[src/rtl/lfsr_pkg.sv]
// lfsr_pkg: shared types and helpers for the LFSR sequencing block.
//   state_t      controller FSM states
//   LFSR_MAX_W   widest register the helpers support
//   default_taps maximal-length Fibonacci tap mask for a given width
//   next_state   one Fibonacci step: shift left, XOR of tapped bits into bit 0
package lfsr_pkg;

  typedef enum logic {
    IDLE = 1'b0,
    RUN  = 1'b1
  } state_t;

  localparam int LFSR_MAX_W = 32;

  // Tap masks are written for the shift-left form used by next_state
  // (feedback = XOR of tapped bits). Widths without an entry return zero
  // and must be given explicit taps by the instantiating block.
  function automatic logic [LFSR_MAX_W-1:0] default_taps(input int width);
    logic [LFSR_MAX_W-1:0] taps;
    case (width)
      2:       taps = 32'h0000_0003;
      3:       taps = 32'h0000_0006;
      4:       taps = 32'h0000_000C;
      5:       taps = 32'h0000_0014;
      6:       taps = 32'h0000_0030;
      7:       taps = 32'h0000_0060;
      8:       taps = 32'h0000_00B8;
      16:      taps = 32'h0000_D008;
      default: taps = '0;
    endcase
    return taps;
  endfunction

  // Caller passes a zero-extended register; bits at or above width are
  // cleared so the result can be truncated back to the register width.
  function automatic logic [LFSR_MAX_W-1:0] next_state(
    input logic [LFSR_MAX_W-1:0] lfsr,
    input logic [LFSR_MAX_W-1:0] taps,
    input int                    width
  );
    logic [LFSR_MAX_W-1:0] nxt;
    nxt = {lfsr[LFSR_MAX_W-2:0], ^(lfsr & taps)};
    for (int i = 0; i < LFSR_MAX_W; i++) begin
      if (i >= width) nxt[i] = 1'b0;
    end
    return nxt;
  endfunction

endpackage

[src/rtl/lfsr_core.sv]
// lfsr_core: Fibonacci LFSR register with load and single-step control.
//   clock     rising-edge clock
//   reset     synchronous active-high; register returns to SEED
//   load      replace register with load_val (priority over step)
//   load_val  value to load
//   step      advance one state
//   q         current register value
module lfsr_core
  import lfsr_pkg::*;
#(
  parameter int               WIDTH = 3,
  parameter logic [WIDTH-1:0] TAPS  = WIDTH'(default_taps(WIDTH)),
  parameter logic [WIDTH-1:0] SEED  = WIDTH'(1)
) (
  input  logic             clock,
  input  logic             reset,
  input  logic             load,
  input  logic [WIDTH-1:0] load_val,
  input  logic             step,
  output logic [WIDTH-1:0] q
);

  logic [WIDTH-1:0] q_nxt;

  assign q_nxt = WIDTH'(next_state(LFSR_MAX_W'(q), LFSR_MAX_W'(TAPS), WIDTH));

  always_ff @(posedge clock) begin
    if (reset) begin
      q <= SEED;
    end else if (load) begin
      q <= load_val;
    end else if (step) begin
      q <= q_nxt;
    end
  end

endmodule

[src/rtl/lfsr_sequence_controller.sv]
// lfsr_sequence_controller: streams bursts of LFSR states over valid/ready.
//   clock, reset   rising-edge clock, synchronous active-high reset
//   seed_valid/_data  seed load, honoured in IDLE; zero seed is replaced by SEED
//   req_valid/_count  burst request for req_count values (0 = no-op)
//   req_ready      IDLE and not in reset
//   out_valid/_data/_ready  output channel; LFSR advances only on transfers
//   busy           burst in progress
//   period_done    pulse after a transfer whose successor equals the burst start
//   lockup         pulse after a zero seed was rejected
//
// state | meaning
// IDLE  | accepting seeds and burst requests, output channel empty
// RUN   | presenting LFSR states until the requested count is transferred
module lfsr_sequence_controller
  import lfsr_pkg::*;
#(
  parameter int               WIDTH = 3,
  parameter logic [WIDTH-1:0] TAPS  = WIDTH'(default_taps(WIDTH)),
  parameter logic [WIDTH-1:0] SEED  = WIDTH'(1),
  parameter int               CW    = 8
) (
  input  logic             clock,
  input  logic             reset,
  input  logic             seed_valid,
  input  logic [WIDTH-1:0] seed_data,
  input  logic             req_valid,
  input  logic [CW-1:0]    req_count,
  output logic             req_ready,
  output logic             out_valid,
  output logic [WIDTH-1:0] out_data,
  input  logic             out_ready,
  output logic             busy,
  output logic             period_done,
  output logic             lockup
);

  state_t           state, state_nxt;
  logic [WIDTH-1:0] lfsr, lfsr_nxt;
  logic [WIDTH-1:0] seed_eff, start_eff, start_val;
  logic [CW-1:0]    remaining;
  logic             seed_in_idle, burst_start, fire, last_beat;

  lfsr_core #(
    .WIDTH (WIDTH),
    .TAPS  (TAPS),
    .SEED  (SEED)
  ) u_core (
    .clock    (clock),
    .reset    (reset),
    .load     (seed_in_idle),
    .load_val (seed_eff),
    .step     (fire),
    .q        (lfsr)
  );

  assign lfsr_nxt = WIDTH'(next_state(LFSR_MAX_W'(lfsr), LFSR_MAX_W'(TAPS), WIDTH));

  // A seed arriving with a request takes effect first, so the burst start
  // value is the seed (or its recovery value) rather than the old register.
  always_comb begin
    seed_in_idle = (state == IDLE) && seed_valid;
    seed_eff     = (seed_data != '0) ? seed_data : SEED;
    start_eff    = seed_in_idle ? seed_eff : lfsr;
    burst_start  = req_ready && req_valid && (req_count != '0);
    fire         = (state == RUN) && out_valid && out_ready;
    last_beat    = fire && (remaining == CW'(1));
  end

  always_ff @(posedge clock) begin
    if (reset) begin
      state <= IDLE;
    end else begin
      state <= state_nxt;
    end
  end

  always_comb begin
    state_nxt = state;
    case (state)
      IDLE:    if (burst_start) state_nxt = RUN;
      RUN:     if (last_beat)   state_nxt = IDLE;
      default: state_nxt = IDLE;
    endcase
  end

  always_comb begin
    busy      = (state == RUN);
    req_ready = (state == IDLE) && !reset;
  end

  // Remaining exits RUN at 1, so the decrement never wraps.
  always_ff @(posedge clock) begin
    if (reset) begin
      remaining   <= '0;
      start_val   <= SEED;
      out_valid   <= 1'b0;
      out_data    <= '0;
      period_done <= 1'b0;
      lockup      <= 1'b0;
    end else begin
      lockup      <= seed_in_idle && (seed_data == '0);
      period_done <= fire && (lfsr_nxt == start_val);
      if (burst_start) begin
        remaining <= req_count;
        start_val <= start_eff;
        out_valid <= 1'b1;
        out_data  <= start_eff;
      end else if (fire) begin
        remaining <= remaining - CW'(1);
        if (last_beat) begin
          out_valid <= 1'b0;
        end else begin
          out_data <= lfsr_nxt;
        end
      end
    end
  end

endmodule

[config.mk]
export PLATFORM = sky130hd
export DESIGN_NAME = lfsr_sequence_controller
export DESIGN_NICKNAME = d
export VERILOG_FILES = /design/src/rtl/lfsr_pkg.sv /design/src/rtl/lfsr_core.sv /design/src/rtl/lfsr_sequence_controller.sv
export SDC_FILE = /design/constraint.sdc
export NUM_CORES = 1
export LEC_CHECK = 0
export BUFFER_PORTS_ARGS = -buffer_cell sky130_fd_sc_hd__buf_2
export CAP_MARGIN = 10
export CORE_MARGIN = 8
export CORE_UTILIZATION = 31
export DETAILED_ROUTE_END_ITERATION = 8
export PLACE_DENSITY = 0.55
export SYNTH_ARGS = -nofsm -noshare
export SYNTH_HDL_FRONTEND = slang
export SYNTH_HIERARCHICAL = 1
export SYNTH_SLANG_ARGS = --single-unit
[constraint.sdc]
create_clock -name clock -period 1.5 [get_ports clock]
set_clock_uncertainty 0.05 [all_clocks]
set_input_delay 0.075 -clock clock [delete_from_list [all_inputs] [get_ports clock]]
set_output_delay 0.075 -clock clock [all_outputs]
set_load 0.01 [all_outputs]
Word-level counts from Yosys, hierarchy flattened
Index checks and enable logic that the tools add are counted.
{"block": "word_totals", "register_bits": 21, "in_bits": 16, "output_inout_bits": 8}
{"block": "op_classes", "addsub": 1, "eq_ne": 3, "muxes": 15, "bitwise_logic": 1, "reduce_logical": 19}
{"operator": "$reduce_xor A32 Y1", "n": 1}
{"operator": "$mux W3", "n": 7}
{"operator": "$mux W8", "n": 2}
{"operator": "$logic_and A1 B1 Y1", "n": 9}
{"operator": "$eq A8 B1 Y1 const B", "n": 1}
{"operator": "$reduce_bool A8 Y1", "n": 1}
{"operator": "$sub A8 B1 Y8 const B", "n": 1}
{"operator": "$reduce_bool A2 Y1", "n": 3}
{"operator": "$mux W1", "n": 5}
{"operator": "$reduce_and A2 Y1", "n": 2}
{"operator": "$eq A3 B3 Y1", "n": 1}
{"operator": "$logic_not A3 Y1", "n": 1}
{"operator": "$reduce_bool A3 Y1", "n": 1}
{"operator": "$ne A2 B2 Y1 const B", "n": 1}
{"operator": "$pmux W1 S2", "n": 1}
{"operator": "$logic_not A1 Y1", "n": 1}
{"operator": "$not A1 Y1", "n": 1}

Longest topological paths before layout
{"block": "logic_depth", "word_depth": 6, "depth_mapped": 6, "ltp_nobuf": 6}

Cells and area by module
Netlist, hierarchy kept.
{"module": "lfsr_sequence_controller", "instances": 1, "cells_per_inst": 111, "area_per_inst_um2": 1004.7}
{"module": "lfsr_core", "instances": 1, "cells_per_inst": 13, "area_per_inst_um2": 138.9}

Least setup slack after synthesis
No wires, ideal clock.
{"block": "synth_path", "kind": "flip-flop to flip-flop", "startpoint": "reg state, in the netlist busy", "endpoint": "reg remaining[6]", "arrival_time_ns": 1.455, "slack_ns": -0.080, "stages_incl_launch_ff": 6, "path_buffers": 0, "path_cell_list": "dfxtp_1 > nand3_4 > clkinv_2 > nand3_1 > or4_1 > a31oi_1"}
{"element": "start: declaration", "line_no": "lfsr_sequence_controller.sv:37", "source": "state_t state, state_nxt;"}
{"element": "start signal: assignment", "line_no": "lfsr_sequence_controller.sv:73", "source": "state <= state_nxt;"}
{"element": "$logic_and A1 B1 Y1 (2 in a row)", "line_no": "lfsr_sequence_controller.sv:65", "source": "fire = (state == RUN) && out_valid && out_ready;"}
{"element": "net fire", "line_no": "lfsr_sequence_controller.sv:41", "source": "logic seed_in_idle, burst_start, fire, last_beat;"}
{"element": "$reduce_bool A2 Y1 (no line)"}
{"element": "end signal: assignment", "line_no": "lfsr_sequence_controller.sv:104", "source": "remaining <= req_count;"}
{"element": "end signal: assignment", "line_no": "lfsr_sequence_controller.sv:109", "source": "remaining <= remaining - CW'(1);"}
{"element": "end: declaration", "line_no": "lfsr_sequence_controller.sv:40", "source": "logic [CW-1:0] remaining;"}
The timed path passes the listed nets, and every way through them passes these cells.
A chain may end at the register's enable or synchronous reset.

Final worst setup path
{"block": "layout_path", "startpoint": "reg remaining[0]", "endpoint": "reg remaining[6]"}
{"block": "layout_between", "elab_chain_cells": 3}
{"element": "$sub A8 B1 Y8", "line_no": "lfsr_sequence_controller.sv:109"}
{"element": "$mux W8", "line_no": "lfsr_sequence_controller.sv:108", "source": "end else if (fire) begin"}
{"element": "$mux W8", "line_no": "lfsr_sequence_controller.sv:103", "source": "if (burst_start) begin"}
No other way between the ends. The select of a mux whose other input is x is not followed.

==> flow_metrics.env <==
export IMPL_status="finished with violations"
export IMPL_violations="setup timing"
export IMPL_power_uw=1308
export IMPL_route_met2_wl_um=1454
export IMPL_antenna_found_initial=0
export IMPL_critPathLaunchType="flop"
export IMPL_fin_nets=189
export IMPL_period_needed_ps=1559
export IMPL_cap_viol_max_count=0
export IMPL_layout_setup_ws_ps=-59.33
export IMPL_synth_area_top_cells="dfxtp_1, a21oi_1, nand2_1"
export IMPL_drc=0
export IMPL_cts_tree="done"
export IMPL_synth_edf_count=0
export IMPL_cts_root_buf="clkbuf_8"
export IMPL_post_drt_wl_per_cell_um=13.97
export IMPL_synth_adder_area_share=0.02188
export IMPL_numPortBuffers=23
export IMPL_synth_seq_cells=21
export IMPL_max_freq_mhz=641.3
export IMPL_ctsHoldBuffers=0
export IMPL_criticalPathCategory="reg2reg"
export IMPL_synth_top_family_by_area="compound AO/OA/AOI/OAI gates"
export IMPL_synth_compound_area_frac=0.2385
export IMPL_fin_area_um2=1642
export IMPL_ir_drop_v=0.0003044
export IMPL_maxSlewViolCount=0
export IMPL_synth_top_area_share=0.3676
export IMPL_dr_wl_met3_um=109
export IMPL_core_um2=3606
export IMPL_yosys_warnings=6
export IMPL_vias=1068
export IMPL_fp_dieH_um=76.74
export IMPL_synth_most_common_cell="dfxtp_1"
export IMPL_syn_inst=124
export IMPL_final_hold_violation_count=0
export IMPL_crit_required_ps=1650
export IMPL_placed_cell_area_um2=1488
export IMPL_io_pins=24
export IMPL_synthTopCellsByCount="dfxtp_1, nand2_1, nor2_1"
export IMPL_crit_path_end_kind="flop"
export IMPL_multi_input_area_um2=774.5
export IMPL_top_layer_used="met4"
export IMPL_p_leak_uw=0.0006472
export IMPL_dp_hpwl_um=2298
export IMPL_synth_xor_area_share=0.03063
export IMPL_grt_pass1_vias=1092
export IMPL_finalHoldWorstSlack_ps=35.50
export IMPL_clk_latency_ps=270
export IMPL_grt_ovfl_total=0
export IMPL_start_util=0.3171
export IMPL_seqCellArea_um2=430.4
export IMPL_synthArstFlopShare=0
export IMPL_ys_types=43
export IMPL_rsz0062_at_grt="yes"
export IMPL_worst_slew_pin_slew_ps=345.3
export IMPL_rows=22
export IMPL_routed_wl_um=3046
export IMPL_powerDensity_nw_per_um2=796.8
export IMPL_die_w_um=76.74
export IMPL_drt_met1_wl_um=1412
export IMPL_synth_area_um2=1144
export IMPL_synth_nets=142
export IMPL_setup_viol=6
export IMPL_min_path_type="in2reg"
export IMPL_drtIter0Drc=41
export IMPL_path_max_fanout=4
export IMPL_ant_nets=0
export IMPL_path_clk_slew_ps=80
export IMPL_dominantRegCellSynth="dfxtp_1"
export IMPL_h_tree_depth=1
export IMPL_drive_gt1_frac=0.4882
export IMPL_dr_pass1_iters=2
export IMPL_vias_per_cell=4.899
export IMPL_max_slew_margin_rel=0.7639
export IMPL_grt_pass1_wl_um=5119
export IMPL_die_area_um2=5888
export IMPL_arrival_ps=1710
export IMPL_muxShareOfSynthArea=0.06565
export IMPL_preCtsSetupSlack_ps=-71.14
export IMPL_synth_top_area_cell="dfxtp_1"
export IMPL_fin_cells=218
export IMPL_antenna_cells=0
export IMPL_track_usage=0.1062
export IMPL_cts_inserted_buffers=3
export IMPL_dp_cells=213
export IMPL_clock_sinks=21
export IMPL_gp_congestion=0.7834
export IMPL_syn_area_per_cell_um2=9.223
export IMPL_clockBufferDepth=2
export IMPL_period_share=1.040
export IMPL_grt_max_degree=22
export IMPL_ys_seq_area_frac=0.3676
export IMPL_fill_cells=351
export IMPL_synthSimpleGateAreaFrac=0.2385
export IMPL_syn2layout_area_growth_pct=43.54
[timing repair]
| action | in CTS | in global routing |
|---|---|---|
| setup endpoints to repair | 7 | 9 |
| buffers inserted | 1 | 0 |
| cloned | 0 | 0 |
| resized for setup | 5 | 18 |
| pin swaps | 4 | 4 |
[cell usage in the layout (no fill, tap or decap), types with 2 or more instances in the layout]
cell,synthesis,final
xor2_1,4,4
mux2_2,2,2
nand3_1,6,5
inv_4,0,2
nor2_1,11,9
a31oi_1,5,4
or4_4,1,2
mux2_1,2,2
dfxtp_1,21,17
nand2_1,11,11
clkbuf_8,0,3
a31oi_2,2,2
dfxtp_2,0,2
o21ai_4,1,2
dfxtp_4,0,2
o211ai_1,2,2
nand3_2,1,2
a21oi_1,9,9
nor2b_1,2,2
a21o_1,2,2
ha_4,0,2
buf_2,0,23
o21a_1,3,2
o211ai_2,2,2
or3_1,4,4
buf_4,1,22
nor2_2,0,2
nor3_1,3,3
mux2i_1,3,3
[worst max-delay path, stage by stage, from the launching register on]
cell and delay [ps]:
dfxtp_4 360, buf_6 130, inv_4 50, ha_4 120, nand3_2 60, or4_4 540, a31oi_4 180
[layer usage]
layer,global-route usage,vias to the layer above
met2,0.1631,19
met5,0,-
met4,0.06346,0
met1,0.1322,491
met3,0.02331,5
li1,-,553
[worst paths after layout]
| path | from | endpoint | slack, ps | cells past startpoint |
|---|---|---|---|---|
| setup / recovery | remaining[0] | remaining[6] | -60 | 6 |
| hold / removal | req_count[7] | remaining[7] | 40 | 3 |
| setup reg to reg | remaining[0] | remaining[6] | -60 | 6 |
| hold reg to reg | start_val[2] | start_val[2] | 420 | 2 |
[through the flow]
| stage | utilization | TNS [ps] |
|---|---|---|
| 2_1_floorplan | - | -14.22 |
| 3_3_place_gp | 0.4126 | -237.0 |
| 3_5_place_dp | 0.4126 | -459.6 |
| 4_1_cts | 0.4323 | -88.98 |
| 5_1_grt | 0.4552 | -663.4 |
| 6_report | 0.4552 | -206.1 |
[flip-flops by register name, summed over array words and instances (netlist names)]
name and count:
remaining 8, out_data 3, start_val 3, u_core/q 3
busy 1, lockup 1, out_valid 1, period_done 1
[cell type report]
type | instances | area share
clock inverter | 1 | 0.004573
tap | 48 | 0.03659
sequential | 21 | 0.2622
timing repair buffer | 47 | 0.1898
multi-input combinational | 95 | 0.4718
inverter | 3 | 0.009909
clock buffer | 3 | 0.02515
[power breakdown]
part           internal [µW]  switching, µW  total, µW
Clock                    188            201        389
Combinational            148            151        298
Sequential               591           29.7        621
Total                    927            381       1310
[kinds of logic (layout without fill, tap and decap cells)]
| kind of cell | Yosys count | in the layout |
|---|---|---|
| AOI/OAI and AO/OA | 35 | 35 |
| xor gates and xnor gates | 4 | 4 |
| adders and majority gates | 2 | 2 |
| buffers and inverters | 8 | 54 |
| DFF | 21 | 21 |
| muxes | 7 | 7 |
| and+or+nand+nor | 47 | 47 |
Power figures use the tool's default switching activity.
